**config.mk**
```make
export PLATFORM = sky130hd
export DESIGN_NAME = half_life_ctrl_flat
export DESIGN_NICKNAME = d
export VERILOG_FILES = /design/src/rtl/half_life_ctrl_if.sv /design/src/rtl/half_life_ctrl.sv /design/src/flat_wrapper.sv
export SDC_FILE = /design/constraint.sdc
export NUM_CORES = 1
export LEC_CHECK = 0
export ABC_AREA = 0
export CAP_MARGIN = 20
export CORE_ASPECT_RATIO = 0.6
export CORE_MARGIN = 3
export CORE_UTILIZATION = 35
export CTS_CLUSTER_DIAMETER = 80
export DETAILED_ROUTE_END_ITERATION = 16
export PLACE_DENSITY_LB_ADDON = 0.15
export SYNTH_ARGS = -nofsm -noshare
export SYNTH_HDL_FRONTEND = slang
export SYNTH_SLANG_ARGS = --single-unit
export TNS_END_PERCENT = 50
```
**constraint.sdc**
```tcl
create_clock -name clk -period 2.71 [get_ports clk]
set_input_delay 0.271 -clock clk [delete_from_list [all_inputs] [get_ports clk]]
set_output_delay 0.271 -clock clk [all_outputs]
set_load 0.005 [all_outputs]
```
**src/rtl/half_life_ctrl_if.sv**
```systemverilog
// Control/status bundle between the half-life sequencer, the pin-side controller and the counter datapath.
// Master drives commands and the counter value; slave (the sequencer) drives strobes and status.
interface half_life_ctrl_if #(
    parameter int WIDTH = 4,
    parameter int PER_W = 8
);
    logic             start;
    logic             abort;
    logic             tick_en;
    logic [WIDTH-1:0] init_val;
    logic [PER_W-1:0] period;
    logic [WIDTH-1:0] cnt_val;
    logic             cnt_load;
    logic [WIDTH-1:0] cnt_load_val;
    logic             cnt_down;
    logic             busy;
    logic             done;
    logic             err;
    logic [3:0]       halvings;

    modport master (
        output start, abort, tick_en, init_val, period, cnt_val,
        input  cnt_load, cnt_load_val, cnt_down, busy, done, err, halvings
    );

    modport slave (
        input  start, abort, tick_en, init_val, period, cnt_val,
        output cnt_load, cnt_load_val, cnt_down, busy, done, err, halvings
    );
endinterface

```
**src/rtl/half_life_ctrl.sv**
```systemverilog
// Half-life timer sequencer: loads N0, waits a period of ticks, steps the counter down to half, repeats to 0.
// Moore strobes one cycle wide; one decrement in flight at a time, checked before the next is issued.
module half_life_ctrl #(
    parameter int WIDTH = 4,
    parameter int PER_W = 8
) (
    input  logic            clk,
    input  logic            reset,
    half_life_ctrl_if.slave bus
);
    typedef enum logic [2:0] {
        S_IDLE,
        S_LOAD,
        S_SETTLE,
        S_WAIT,
        S_STEP,
        S_CHECK,
        S_DONE
    } state_e;

    localparam int STEP_W = WIDTH + 1;
    localparam logic [STEP_W-1:0] STEP_MAX = STEP_W'(1) << (WIDTH - 1);

    state_e           state_q, state_d;
    logic [WIDTH-1:0] n0_q, n0_d;
    logic [PER_W-1:0] per_q, per_d;
    logic [WIDTH-1:0] target_q, target_d;
    logic [PER_W-1:0] timer_q, timer_d;
    logic [STEP_W-1:0] steps_q, steps_d;
    logic [3:0]       halv_q, halv_d;
    logic             err_q, err_d;

    always_comb begin
        state_d  = state_q;
        n0_d     = n0_q;
        per_d    = per_q;
        target_d = target_q;
        timer_d  = timer_q;
        steps_d  = steps_q;
        halv_d   = halv_q;
        err_d    = err_q;

        if (bus.abort) begin
            state_d = S_IDLE;
        end else begin
            unique case (state_q)
                S_IDLE, S_DONE: begin
                    if (bus.start) begin
                        state_d = S_LOAD;
                        n0_d    = bus.init_val;
                        per_d   = (bus.period == '0) ? PER_W'(1) : bus.period;
                        halv_d  = '0;
                        err_d   = 1'b0;
                        steps_d = '0;
                    end
                end
                S_LOAD: begin
                    state_d = S_SETTLE;
                end
                S_SETTLE: begin
                    if (bus.cnt_val == '0) begin
                        state_d = S_DONE;
                    end else begin
                        timer_d = '0;
                        state_d = S_WAIT;
                    end
                end
                S_WAIT: begin
                    if (bus.tick_en) begin
                        timer_d = timer_q + PER_W'(1);
                        if (timer_q == per_q - PER_W'(1)) begin
                            target_d = bus.cnt_val >> 1;
                            state_d  = S_STEP;
                        end
                    end
                end
                S_STEP: begin
                    steps_d = steps_q + STEP_W'(1);
                    state_d = S_CHECK;
                end
                S_CHECK: begin
                    if (bus.cnt_val == target_q) begin
                        if (halv_q != 4'hF) begin
                            halv_d = halv_q + 4'd1;
                        end
                        steps_d = '0;
                        if (bus.cnt_val == '0) begin
                            state_d = S_DONE;
                        end else begin
                            timer_d = '0;
                            state_d = S_WAIT;
                        end
                    end else if ((bus.cnt_val < target_q) || (steps_q > STEP_MAX)) begin
                        // Counter overshot or never converges: flag and give up on the run.
                        err_d   = 1'b1;
                        state_d = S_IDLE;
                    end else begin
                        state_d = S_STEP;
                    end
                end
                default: begin
                    state_d = S_IDLE;
                end
            endcase
        end
    end

    always_ff @(posedge clk) begin
        if (reset) begin
            state_q  <= S_IDLE;
            n0_q     <= '0;
            per_q    <= '0;
            target_q <= '0;
            timer_q  <= '0;
            steps_q  <= '0;
            halv_q   <= '0;
            err_q    <= 1'b0;
        end else begin
            state_q  <= state_d;
            n0_q     <= n0_d;
            per_q    <= per_d;
            target_q <= target_d;
            timer_q  <= timer_d;
            steps_q  <= steps_d;
            halv_q   <= halv_d;
            err_q    <= err_d;
        end
    end

    // Strobes are masked while reset is held so no command escapes in the reset cycle.
    assign bus.cnt_load     = (state_q == S_LOAD) && !reset;
    assign bus.cnt_down     = (state_q == S_STEP) && !reset;
    assign bus.cnt_load_val = n0_q;
    assign bus.busy         = (state_q != S_IDLE) && (state_q != S_DONE);
    assign bus.done         = (state_q == S_DONE);
    assign bus.err          = err_q;
    assign bus.halvings     = halv_q;
endmodule

```
**src/flat_wrapper.sv**
```systemverilog
// flat-port wrapper written by rule: the top's interface ports become plain ports
module half_life_ctrl_flat 
#(
    parameter int WIDTH = 4,
    parameter int PER_W = 8
)
  (clk, reset, bus_start, bus_abort, bus_tick_en, bus_init_val, bus_period, bus_cnt_val, bus_cnt_load, bus_cnt_load_val, bus_cnt_down, bus_busy, bus_done, bus_err, bus_halvings);
  half_life_ctrl_if #(.WIDTH(WIDTH), .PER_W(PER_W)) bus_i ();
  input  logic clk;
  input  logic reset;
  input wire logic [$bits(bus_i.start)-1:0] bus_start;
  input wire logic [$bits(bus_i.abort)-1:0] bus_abort;
  input wire logic [$bits(bus_i.tick_en)-1:0] bus_tick_en;
  input wire logic [$bits(bus_i.init_val)-1:0] bus_init_val;
  input wire logic [$bits(bus_i.period)-1:0] bus_period;
  input wire logic [$bits(bus_i.cnt_val)-1:0] bus_cnt_val;
  output wire logic [$bits(bus_i.cnt_load)-1:0] bus_cnt_load;
  output wire logic [$bits(bus_i.cnt_load_val)-1:0] bus_cnt_load_val;
  output wire logic [$bits(bus_i.cnt_down)-1:0] bus_cnt_down;
  output wire logic [$bits(bus_i.busy)-1:0] bus_busy;
  output wire logic [$bits(bus_i.done)-1:0] bus_done;
  output wire logic [$bits(bus_i.err)-1:0] bus_err;
  output wire logic [$bits(bus_i.halvings)-1:0] bus_halvings;
  assign bus_i.start = bus_start;
  assign bus_i.abort = bus_abort;
  assign bus_i.tick_en = bus_tick_en;
  assign bus_i.init_val = bus_init_val;
  assign bus_i.period = bus_period;
  assign bus_i.cnt_val = bus_cnt_val;
  assign bus_cnt_load = bus_i.cnt_load;
  assign bus_cnt_load_val = bus_i.cnt_load_val;
  assign bus_cnt_down = bus_i.cnt_down;
  assign bus_busy = bus_i.busy;
  assign bus_done = bus_i.done;
  assign bus_err = bus_i.err;
  assign bus_halvings = bus_i.halvings;
  half_life_ctrl #(.WIDTH(WIDTH), .PER_W(PER_W)) u_core (.clk(clk), .reset(reset), .bus(bus_i));
endmodule
```
# Word-level counts from Yosys, hierarchy flattened
# Cells that the tools add are included.
# Widths: inputs -> output; s select.
[totals] register_bits=36 input_bits=21 output_inout_bits=13 word_cells=76
[classes] n_addsub=4 order_cmp=2 eq_ne=17 n_mux=23 bitwise_logic=1 reduce_logical=21
[ops] op="$mux 8" n=4
[ops] op="$pmux 8 s3" n=1
[ops] op="$mux 3" n=6
[ops] op="$pmux 3 s6" n=1
[ops] op="$pmux 5 s3" n=1
[ops] op="$mux 4" n=3
[ops] op="$reduce_and 4->1" n=3
[ops] op="$mux 5" n=2
[ops] op="$reduce_and 5->1" n=2
[ops] op="$eq 3x3->1 const B" n=3
[ops] op="$reduce_bool 3->1" n=3
[ops] op="$add 8x1->8 const B" n=1
[ops] op="$eq 8x8->1" n=1
[ops] op="$logic_not 8->1" n=1
[ops] op="$ne 2x1->1 const B" n=4
[ops] op="$pmux 4 s2" n=1
[ops] op="$sub 8x1->8 const B" n=1
[ops] op="$eq 3x2->1 const B" n=2
[ops] op="$ne 2x2->1 const B" n=3
[ops] op="$reduce_and 3->1" n=2
[ops] op="$add 5x1->5 const B" n=1
[ops] op="$gt 5x4->1 const B" n=1
[ops] op="$add 4x1->4 const B" n=1
[ops] op="$eq 4x3->1" n=1
[ops] op="other kinds (14)" n=19

# Longest topological paths before layout
# Gate-level depths: netlist of the first run.
[depth] depth_word=5 ltp_mapped=9 ltp_nobuf=8

# Worst setup path before layout of the first run
# OpenSTA, ideal clock, no wires.
[synth_path] path_kind="register to register" start="reg u_core.per_q[0]" end="reg u_core.target_q[0]" setup_time_ns=0.072 arrival_time_ns=1.999 required_ns=2.638 slack_ns=0.639 path_stages_with_launch=10 path_buffers=1 period_less_slack_ns=2.071 cell_sequence="dfxtp_1 > inv_1 > ha_1 > buf_2 > xnor2_1 > a21oi_1 > o21ai_0 > a2111o_1 > a2111oi_4 > mux2i_1"
[synth_via] elab_chain_cells=3
[synth_lines] element="from (decl)" line="half_life_ctrl.sv:26" text="logic [PER_W-1:0] per_q, per_d;"
[synth_lines] element="from (signal assigned)" line="half_life_ctrl.sv:121" text="per_q <= per_d;"
[synth_lines] element="$sub 8x1->8" line="half_life_ctrl.sv:71" text="if (timer_q == per_q - PER_W'(1)) begin"
[synth_lines] element="$eq 8x8->1" line="half_life_ctrl.sv:71"
[synth_lines] element="$reduce_and 4->1 (no source line)"
[synth_lines] element="to (signal assigned)" line="half_life_ctrl.sv:122" text="target_q <= target_d;"
[synth_lines] element="to (decl)" line="half_life_ctrl.sv:27" text="logic [WIDTH-1:0] target_q, target_d;"
# Every way passes these cells.
# A chain may end at the register's enable or synchronous reset.

# Worst setup path after layout of the first run
[layout_path] start="reg u_core.per_q[1]" end="reg u_core.target_q[2]"
# Same word-level chain as after synthesis.

==> summary.md, run 1 <==
| Metric | Value |
|---|---|
| Final Worst Setup Slack | roughly 0.37 ns |
| DP Area | approximately 2700 sq um |
| Clock slew seen by the registers of the worst setup and hold paths | 0.07 ns |
| Clk Tree Root Cell | clkbuf_8 |
| Iter 0 DRT Violations | around 120 |
| Pwr Total | about 1.2 mW |
| Fin area | roughly 2800 sq um |
| Fin. max-slew vios | 0 |
| Routed WL | between 5000 and 6000 um |
| Hold-fix buffers, CTS | 0 |
| Final #Nets | around 330 |
| Footprint of the multi-input gates | approximately 1500 sq um |
| Total gr overflow | 0 |
| Worst Path Arrival | ~2.6 ns |
| Skew-Pair Late Insertion Delay | ~0.29 ns |
| I/O Pins | 34 |
| Initial Util | 0.367 |
| CP required | 2.93 ns |
| DRC viols | 0 |
| Syn_nets | approximately 290 |
| DRT antenna net count | 0 |
| Fin Clk Skew | 0.00603 ns |
| Post-CTS Repair Setup Buffers | 0 |
| Gr usage total | 0.163 |
| Layout filler cell count | between 600 and 700 |
| Type of the worst setup path | flip-flop to flip-flop |
| Worst Path Buf+Inv | 1 |
| DR vias | a little under 2,000 |
| H-tree levels | 2 |
| Share of layout cells above drive strength 1 | 0.0936 |
| Slew @ Worst Pin | 0.552 ns |
| Max Freq | approximately 0.43 GHz |
| Final hold vios | 0 |
| Post-CTS sizing | 0 |
| Register area | 721 sq um |
| Via-to-Cell Ratio | 5.17 |
| Die width | 110 um |
| Number of CTS-inserted buffers | 5 |
| PortBufs | 33 |
| First-pass GRT wire length | around 9400 um |
| Largest net degree at the start of global routing | 30 |
| Synth cell types | 54 |
| Synth warn | 0 |
| Number of diodes | 0 |
| TritonCTS clock tree | built |
| Final non-filler cell total | around 380 |
| Crit-path max cell delay | between 0.5 and 0.6 ns |
| Syn avg cell area | 8.65 sq um |
| Outcome | complete, no violations |
| Area leader, netlist | dfxtp_1 |
| Vias in the first global route | between 1,500 and 2,000 |
| Post-synth EDFFs | 0 |
| Slowest stage cell, crit path | a2111oi_4 |
| Setup repair after global routing missed its margin | false |
| Crit path max-delay family | compound AO/OA/AOI/OAI gates |
| DR WL/cell | about 14 um |
| Worst Setup Start Kind | flip-flop |
| Routability cong. | between 0.8 and 0.9 |
| Ys async rst share | 0 |
| Placement Setup Slack | between 0.2 and 0.3 ns |
| Number of clock sinks | 36 |
| Worst-case clock buffer depth | 2 |
| Synth area leaders | dfxtp_1 (32%), mux2i_1 (7.5%), nor2_1 (5.6%) |
| Critical path cell sequence | inv_1 -> ha_1 -> nor4b_1 -> a32oi_1 -> a21o_1 -> a2111oi_4 -> mux2i_1 |
| Die area | 7540 sq um |
| Max Cap Violations | 0 |
| Sequential fraction of the synthesis area | 0.317 |
| Path category of the worst min-delay check | flip-flop to flip-flop |
| Crit-path max FO | 8 |
| Relative slew slack | 0.629 |
| Placeable Area | slightly above 6000 sq um |
| DP Cell Count | ~380 |
| Syn Inst Count | between 200 and 300 |
| Fin crit share | 0.864 |
| Area growth, synth to finish | 23.5% |
| Setup violators final | 0 |
| HPWL after DPL | ~4200 um |
| CP endpoint kind | flip-flop |
| Leak | 1.00 nW |
| Row count | 22 |
| Synth Flop Type | dfxtp_1 |
| Cell area after synthesis | 2280 sq um |
| Seq cells post-synth | 36 |
| Top cell type's share of synthesized area | 0.317 |
| Initial antenna violation count | 0 |
| Setup_tns | 0 ns |
| DRT Pass-1 Iters | 4 |
| Die height | just under 70 um |
| P per Cell Area | between 400 and 500 nW/um^2 |
| Final min period | 2.34 ns |
| Worst vdd ir | ~0.19 mV |
==> cell usage after synthesis, types with 2 or more instances <==
library cell  instances
nand2_1              10
xor2_1               11
a32oi_1               2
nor4_1                6
nor3_1               14
dfxtp_1              36
nand3b_1              3
o211ai_1              2
nand4b_1              2
mux2i_1              17
nand2b_1              8
ha_1                  9
and2_1                2
nor2_1               34
nor2b_1               3
nand4_1               7
a211oi_4              2
o31ai_1               2
nor3b_1               2
nand3_1               6
inv_1                10
a21oi_1              13
buf_2                 3
xnor2_1              10
clkbuf_1              7
a21o_1                2
a211oi_1              2
o21ai_0              12
==> layer usage <==
metal / vias to the layer above / GRT usage / routed length, um
met1: 904 / 0.252 / 3040
met2: 59 / 0.204 / 2000
met3: 4 / 0.0556 / 383
li1: 1012 / - / -
met4: 0 / 0.0461 / 62
met5: - / 0 / 0
==> worst paths after layout <==
kind              slack [ns]  depth (start not counted)                  to                from
hold / removal          0.48                          2  u_core.target_q[1]  u_core.target_q[1]
setup / recovery        0.37                          7  u_core.target_q[2]     u_core.per_q[1]
hold reg to reg         0.48                          2  u_core.target_q[1]  u_core.target_q[1]
setup reg to reg        0.37                          7  u_core.target_q[2]     u_core.per_q[1]
==> worst register-to-register path: cells and delay by family, from the launching register on <==
kind	cells	cell delay [ns]
AO/OA/AOI/OAI	3	0.91
adder cells (fa/ha/maj)	1	0.28
multiplexers	1	0.25
flip-flops	1	0.41
buffers and inverters	1	0.06
AND/OR/NAND/NOR	1	0.36
==> through the flow <==
stage	hold slack [ns]	utilization
after global placement	0.463	0.437
after detailed placement	0.471	0.437
after CTS	0.482	0.454
final	0.476	0.454
after global routing	0.506	0.454
after floorplan	0.418	-
==> layout make-up <==
type	count	area share
clock buffers	6	0.0258
flip-flops and latches	36	0.256
repair buffers	40	0.136
inverters	10	0.0134
clock inverters	2	0.0125
multi-input cells	205	0.518
well taps	84	0.0374
==> registers in the layout, summed over array words and instances, names as in the netlist <==
name and count:
u_core.timer_q 8, u_core.state_q 3, u_core.steps_q 5, u_core.bus.cnt_load_val 4, u_core.target_q 3, u_core.bus.halvings 4, u_core.bus.err 1, u_core.per_q 8
==> logic make-up (layout without fill, tap and decap cells) <==
kind of cell               count (synthesis)  in the layout  share of synthesized area
DFF                                       36             36                      0.317
and+or+nand+nor                          111            111                      0.279
adders and majority gates                  9              9                     0.0495
muxes                                     17             17                     0.0748
buffers and inverters                     22             58                     0.0429
xor gates and xnor gates                  21             21                     0.0808
AOI/OAI and AO/OA                         47             47                      0.156
==> cell usage in the layout (no fill, tap or decap), types with 2 or more instances in the layout <==
cell,synthesis,routed
xnor2_1,10,10
nor2b_1,3,3
nand4_1,7,7
o211ai_1,2,2
nor4_1,6,6
nand2_1,10,10
o21ai_0,12,12
mux2i_1,17,17
a211oi_4,2,2
nor3_1,14,14
inv_1,10,10
nand3_1,6,6
nand2b_1,8,8
nand3b_1,3,3
a21o_1,2,2
xor2_1,11,11
a211oi_1,2,2
and2_1,2,2
clkbuf_8,0,5
a21oi_1,13,13
a32oi_1,2,2
buf_4,1,7
nor3b_1,2,2
nand4b_1,2,2
ha_1,9,9
dfxtp_1,36,36
clkdlybuf4s50_1,0,33
o31ai_1,2,2
nor2_1,34,34
==> power breakdown <==
group / total (mW) / switching, mW / leakage (nW) / internal [mW]
registers: 0.558 / 0.0171 / 0.292 / 0.541
clock network: 0.472 / 0.199 / 0.0552 / 0.273
logic: 0.206 / 0.104 / 0.655 / 0.101
total: 1.24 / 0.321 / 1.00 / 0.915
Power figures use the tool's default switching activity.
==> run 2, diff against run 1 <==
CORE_UTILIZATION = 30   (was 35)
==> summary.md, run 2 (synthesis results as in run 1) <==
| Metric | Value |
|---|---|
| CP endpoint kind | output pin (was flip-flop) |
| Top flop regs | u_core.per_q (8), u_core.timer_q (8), u_core.steps_q (5) (unchanged) |
| Crit-path max FO | 11 (was 8) |
| Fin crit share | 0.860 (was 0.864) |
| Largest net degree at the start of global routing | 28 (was 30) |
| Fin area | 2870 sq um (was 2810 sq um) |
| Die height | 73.5 um (was 68.5 um) |
| I/O Pins | 34 (unchanged) |
| Setup repair after global routing missed its margin | false (unchanged) |
| DP Cell Count | 391 (was 375) |
| Skew-Pair Late Insertion Delay | 0.28 ns (was 0.29 ns) |
| Worst Setup Start Kind | flip-flop (unchanged) |
| Clock slew seen by the registers of the worst setup and hold paths | 0.06 ns (was 0.07 ns) |
| Worst Hold Launch | u_core.target_q[2] (was u_core.target_q[1]) |
| Clk Tree Root Cell | clkbuf_16 (was clkbuf_8) |
| Die width | 118 um (was 110 um) |
| Worst Path Buf+Inv | 2 (was 1) |
| Fin. max-slew vios | 0 (unchanged) |
| TritonCTS clock tree | built (unchanged) |
| DR vias | 1,985 (was 1,979) |
| DR WL/cell | 14.5 um (was 14.3 um) |
| Initial antenna violation count | 0 (unchanged) |
| Worst reg2reg path depth | 8 (was 7) |
| Relative slew slack | 0.638 (was 0.629) |
| H-tree levels | 2 (unchanged) |
| Outcome | complete, no violations (unchanged) |
| Crit path max-delay family | buffers and inverters (was compound AO/OA/AOI/OAI gates) |
| CP required | 2.44 ns (was 2.93 ns) |
| Max Freq | 0.429 GHz (was 0.427 GHz) |
| Most frequent cells in the layout | dfxtp_1 (36), nor2_1 (34), clkdlybuf4s50_1 (33) (unchanged) |
| Slew @ Worst Pin | 0.539 ns (was 0.552 ns) |
| Post-CTS Repair Setup Buffers | 0 (unchanged) |
| DRT Pass-1 Iters | 4 (unchanged) |
| Hold-fix buffers, CTS | 0 (unchanged) |
| Type of the worst setup path | flip-flop to output pin (was flip-flop to flip-flop) |
| Row count | 23 (was 22) |
| Final hold vios | 0 (unchanged) |
| HPWL after DPL | 4350 um (was 4210 um) |
| Initial Util | 0.325 (was 0.367) |
| Number of CTS-inserted buffers | 5 (unchanged) |
| Min-Delay Endpoint | u_core.target_q[2] (was u_core.target_q[1]) |
| Final #Nets | 328 (unchanged) |
| Placeable Area | 6990 sq um (was 6190 sq um) |
| DRT antenna net count | 0 (unchanged) |
| Worst hold path cell count | 2 (unchanged) |
| Routability cong. | 0.827 (was 0.846) |
| Reg-to-Reg Start | u_core.per_q[1] (unchanged) |
| DRC viols | 0 (unchanged) |
| P per Cell Area | 478 nW/um^2 (was 440 nW/um^2) |
| Max Cap Violations | 0 (unchanged) |
| Routed WL | 5800 um (was 5480 um) |
| Gr usage total | 0.136 (was 0.163) |
| Post-CTS sizing | 0 (unchanged) |
| Leak | 1.02 nW (was 1.00 nW) |
| Flop2flop setup slack | 0.41 ns (was 0.37 ns) |
| Number of diodes | 0 (unchanged) |
| Worst-case clock buffer depth | 2 (unchanged) |
| Total gr overflow | 0 (unchanged) |
| Setup_tns | 0 ns (unchanged) |
| Slowest stage cell, crit path | clkdlybuf4s50_1 (was a2111oi_4) |
| PortBufs | 33 (unchanged) |
| Most common cell after layout, fill and taps aside | dfxtp_1 (unchanged) |
| Via-to-Cell Ratio | 4.97 (was 5.17) |
| Final non-filler cell total | 399 (was 383) |
| Critical path cell sequence | inv_1 -> nor4_1 -> clkdlybuf4s50_1 (was inv_1 -> ha_1 -> nor4b_1 -> a32oi_1 -> a21o_1 -> a2111oi_4 -> mux2i_1) |
| First-pass GRT wire length | 9400 um (was 9380 um) |
| Share of layout cells above drive strength 1 | 0.0936 (unchanged) |
| Final min period | 2.33 ns (was 2.34 ns) |
| FF-to-FF End | u_core.target_q[0] (was u_core.target_q[2]) |
| Min Hold Slack | 0.477 ns (was 0.476 ns) |
| DP Area | 2720 sq um (was 2700 sq um) |
| Worst Path Arrival | 2.06 ns (was 2.57 ns) |
| Iter 0 DRT Violations | 120 (was 117) |
| Path category of the worst min-delay check | flip-flop to flip-flop (unchanged) |
| Setup violators final | 0 (unchanged) |
| Fin Clk Skew | 0.00635 ns (was 0.00603 ns) |
| Area growth, synth to finish | 26.3% (was 23.5%) |
| Vias in the first global route | 1,798 (was 1,807) |
| Number of clock sinks | 36 (unchanged) |
| Crit-path max cell delay | 0.58 ns (was 0.55 ns) |
| Worst vdd ir | 0.238 mV (was 0.195 mV) |
| Die area | 8700 sq um (was 7540 sq um) |
-- run 2: changes by cell type in the layout (fill, tap and decap cells not counted), sizes merged --
| cell | before | now |
|---|---|---|
| bufinv | 1 | 0 |
| clkbuf | 6 | 7 |
| clkinv | 1 | 0 |
| clkinvlp | 0 | 1 |
-- run 2: how the worst max path moves through the flow --
stage                               to  slack (ns)              start  cells past startpoint
global route        u_core.target_q[0]        0.18    u_core.per_q[1]                      8
global placement     u_core.timer_q[3]        0.30     bus_cnt_val[3]                      7
floorplan           u_core.target_q[0]        0.64    u_core.per_q[0]                      9
detailed placement   u_core.timer_q[0]        0.25     bus_cnt_val[0]                      9
finish                    bus_cnt_load        0.38  u_core.state_q[0]                      3
CTS                 u_core.target_q[0]        0.40    u_core.per_q[1]                      8
-- run 2: final cells by class --
class	instances	area, sq um
Inverter	10	37.5
Clock inverter	1	7.51
Timing Repair Buffer	40	383
Sequential cell	36	721
Multi-Input combinational cell	205	1460
Clock buffer	7	143
Fill cell	723	4120
Tap cell	100	125
-- run 2: stage by stage --
step                setup WS, ns   util  power [mW]
floorplan                  0.639      -       0.698
global placement           0.303  0.390       0.778
detailed placement         0.255  0.390       0.777
CTS                        0.396  0.411        1.38
global route               0.176  0.411        1.42
finish                     0.380  0.411        1.37
-- run 2: worst min-delay path, stage by stage, from the launching register on --
cell	delay, ns
dfxtp_1	0.31
nand2b_1	0.06
mux2i_1	0.06
-- run 2: report_power, final --
group / internal [mW] / total, mW / switching (mW)
sequential: 0.542 / 0.558 / 0.0163
clock: 0.367 / 0.606 / 0.239
combinational: 0.101 / 0.209 / 0.108
-- run 2: layer usage --
| metal | GRT usage | wire length (um) |
|---|---|---|
| met3 | 0.0362 | 275 |
| met4 | 0.0295 | 27 |
| met1 | 0.220 | 3460 |
| met5 | 0 | 0 |
| met2 | 0.172 | 2040 |
==> run 3, diff against run 2 <==
CORE_UTILIZATION = 25   (was 30)
==> summary.md, run 3 (synthesis results as in run 1) <==
| Metric | Value |
|---|---|
| Relative slew slack | 0.644 (was 0.638) |
| Most frequent cells in the layout | dfxtp_1 (36), nor2_1 (34), clkdlybuf4s50_1 (33) (unchanged) |
| HPWL after DPL | 4410 um (was 4350 um) |
| Setup violators final | 0 (unchanged) |
| Critical path cell sequence | inv_1 -> nor4_1 -> clkdlybuf4s50_1 (unchanged) |
| Skew-Pair Late Insertion Delay | 0.28 ns (about the same) |
| Top flop regs | u_core.per_q (8), u_core.timer_q (8), u_core.steps_q (5) (unchanged) |
| Fin area | 2920 sq um (was 2870 sq um) |
| DR vias | 1,961 (was 1,985) |
| Die width | 129 um (was 118 um) |
| Worst Path Buf+Inv | 2 (unchanged) |
| P per Cell Area | 492 nW/um^2 (was 478 nW/um^2) |
| Initial Util | 0.262 (was 0.325) |
| Final #Nets | 330 (was 328) |
| Final min period | 2.34 ns (was 2.33 ns) |
| DP Area | 2750 sq um (was 2720 sq um) |
| Placeable Area | 8690 sq um (was 6990 sq um) |
| Initial antenna violation count | 0 (unchanged) |
| DRT Pass-1 Iters | 4 (unchanged) |
| Number of diodes | 0 (unchanged) |
| Largest net degree at the start of global routing | 23 (was 28) |
| H-tree levels | 2 (unchanged) |
| Gr usage total | 0.123 (was 0.136) |
| Die height | 79.9 um (was 73.5 um) |
| Number of clock sinks | 36 (unchanged) |
| Worst vdd ir | 0.150 mV (was 0.238 mV) |
| Crit path max-delay family | buffers and inverters (unchanged) |
| Type of the worst setup path | flip-flop to output pin (unchanged) |
| Routed WL | 5890 um (was 5800 um) |
| Crit-path max FO | 11 (unchanged) |
| Share of layout cells above drive strength 1 | 0.0997 (was 0.0936) |
| Most common cell after layout, fill and taps aside | dfxtp_1 (unchanged) |
| Fin crit share | 0.864 (was 0.860) |
| Fin. max-slew vios | 0 (unchanged) |
| Slowest stage cell, crit path | dfxtp_1 (was clkdlybuf4s50_1) |
| Clock slew seen by the registers of the worst setup and hold paths | 0.06 ns (about the same) |
| Setup repair after global routing missed its margin | false (unchanged) |
| Layout filler cell count | 903 (was 723) |
| Clk Tree Root Cell | clkbuf_16 (unchanged) |
| Vias in the first global route | 1,857 (was 1,798) |
| Path category of the worst min-delay check | flip-flop to flip-flop (unchanged) |
| Slew @ Worst Pin | 0.530 ns (was 0.539 ns) |
| DRT antenna net count | 0 (unchanged) |
| Post-CTS sizing | 0 (unchanged) |
| Outcome | complete, no violations (unchanged) |
| Post-CTS Repair Setup Buffers | 0 (unchanged) |
| CP required | 2.44 ns (about the same) |
| PortBufs | 33 (unchanged) |
| Row count | 26 (was 23) |
| Die area | 10,300 sq um (was 8700 sq um) |
| DRC viols | 0 (unchanged) |
| Fin Clk Skew | 0.00610 ns (was 0.00635 ns) |
| Footprint of the multi-input gates | 1460 sq um (unchanged) |
| Number of CTS-inserted buffers | 5 (unchanged) |
| Crit-path max cell delay | 0.58 ns (about the same) |
| Hold-fix buffers, CTS | 0 (unchanged) |
| Iter 0 DRT Violations | 159 (was 120) |
| Worst-case clock buffer depth | 2 (unchanged) |
| Setup_tns | 0 ns (unchanged) |
| CP endpoint kind | output pin (unchanged) |
| Worst Setup Start Kind | flip-flop (unchanged) |
| Register area | 721 sq um (unchanged) |
| Leak | 1.04 nW (was 1.02 nW) |
| I/O Pins | 34 (unchanged) |
| Via-to-Cell Ratio | 4.75 (was 4.97) |
| First-pass GRT wire length | 9810 um (was 9400 um) |
| Routability cong. | 0.819 (was 0.827) |
| Area growth, synth to finish | 28.2% (was 26.3%) |
| TritonCTS clock tree | built (unchanged) |
| Worst Path Arrival | 2.07 ns (was 2.06 ns) |
| DR WL/cell | 14.3 um (was 14.5 um) |
| Max Freq | 0.427 GHz (was 0.429 GHz) |
| Final hold vios | 0 (unchanged) |
| Max Cap Violations | 0 (unchanged) |
| Total gr overflow | 0 (unchanged) |
==> run 3: changes by cell type in the layout (fill, tap and decap cells not counted), sizes merged <==
cell      delta
buf          +2
bufinv       +1
clkbuf       -1
clkinv       +1
clkinvlp     -1
==> run 3: cell type report <==
class / count / area share
sequential: 36 / 0.247
clock inverter: 2 / 0.0120
timing repair buffer: 42 / 0.136
multi-input combinational: 205 / 0.500
clock buffer: 6 / 0.0442
inverter: 10 / 0.0129
tap: 112 / 0.0480
==> run 3: per-stage QoR <==
step                setup WS, ns  std cells  hold slack [ns]  utilization  power (mW)
finish                     0.368        413            0.475        0.336        1.44
global placement           0.256        405            0.461        0.317       0.782
floorplan                  0.639        263            0.418            -       0.698
global route               0.223        413            0.498        0.336        1.51
CTS                        0.380        413            0.478        0.336        1.46
detailed placement         0.272        405            0.467        0.317       0.781
==> run 3: report_power, final <==
part	total (mW)	leakage, nW	internal [mW]	switching [mW]
Clock	0.668	0.0808	0.433	0.235
Combinational	0.211	0.664	0.103	0.108
Sequential	0.558	0.292	0.542	0.0161
Total	1.44	1.04	1.08	0.358
==> run 3: worst paths after layout <==
check                          start                 end  slack (ns)  cells after the start
setup reg to reg     u_core.per_q[1]  u_core.target_q[2]        0.42                      8
hold reg to reg   u_core.target_q[2]  u_core.target_q[2]        0.48                      2
hold / removal    u_core.target_q[2]  u_core.target_q[2]        0.48                      2
setup / recovery   u_core.state_q[0]        bus_cnt_load        0.37                      3
==> run 3: tightest hold or removal path, cell delays in order (launching register included) <==
cell and delay, ns:
dfxtp_1 0.31, nand2b_1 0.06, mux2i_1 0.06
==> run 3: layer usage <==
layer  vias to the layer above  part of all wire  GRT usage  routed length (um)
met4                         0             0.013     0.0409                  78
li1                       1023                 -          -                   -
met5                         -                 0          0                   0
met3                         8             0.085     0.0414                 499
met1                       874              0.56      0.195                3300
met2                        56              0.34      0.146                2010
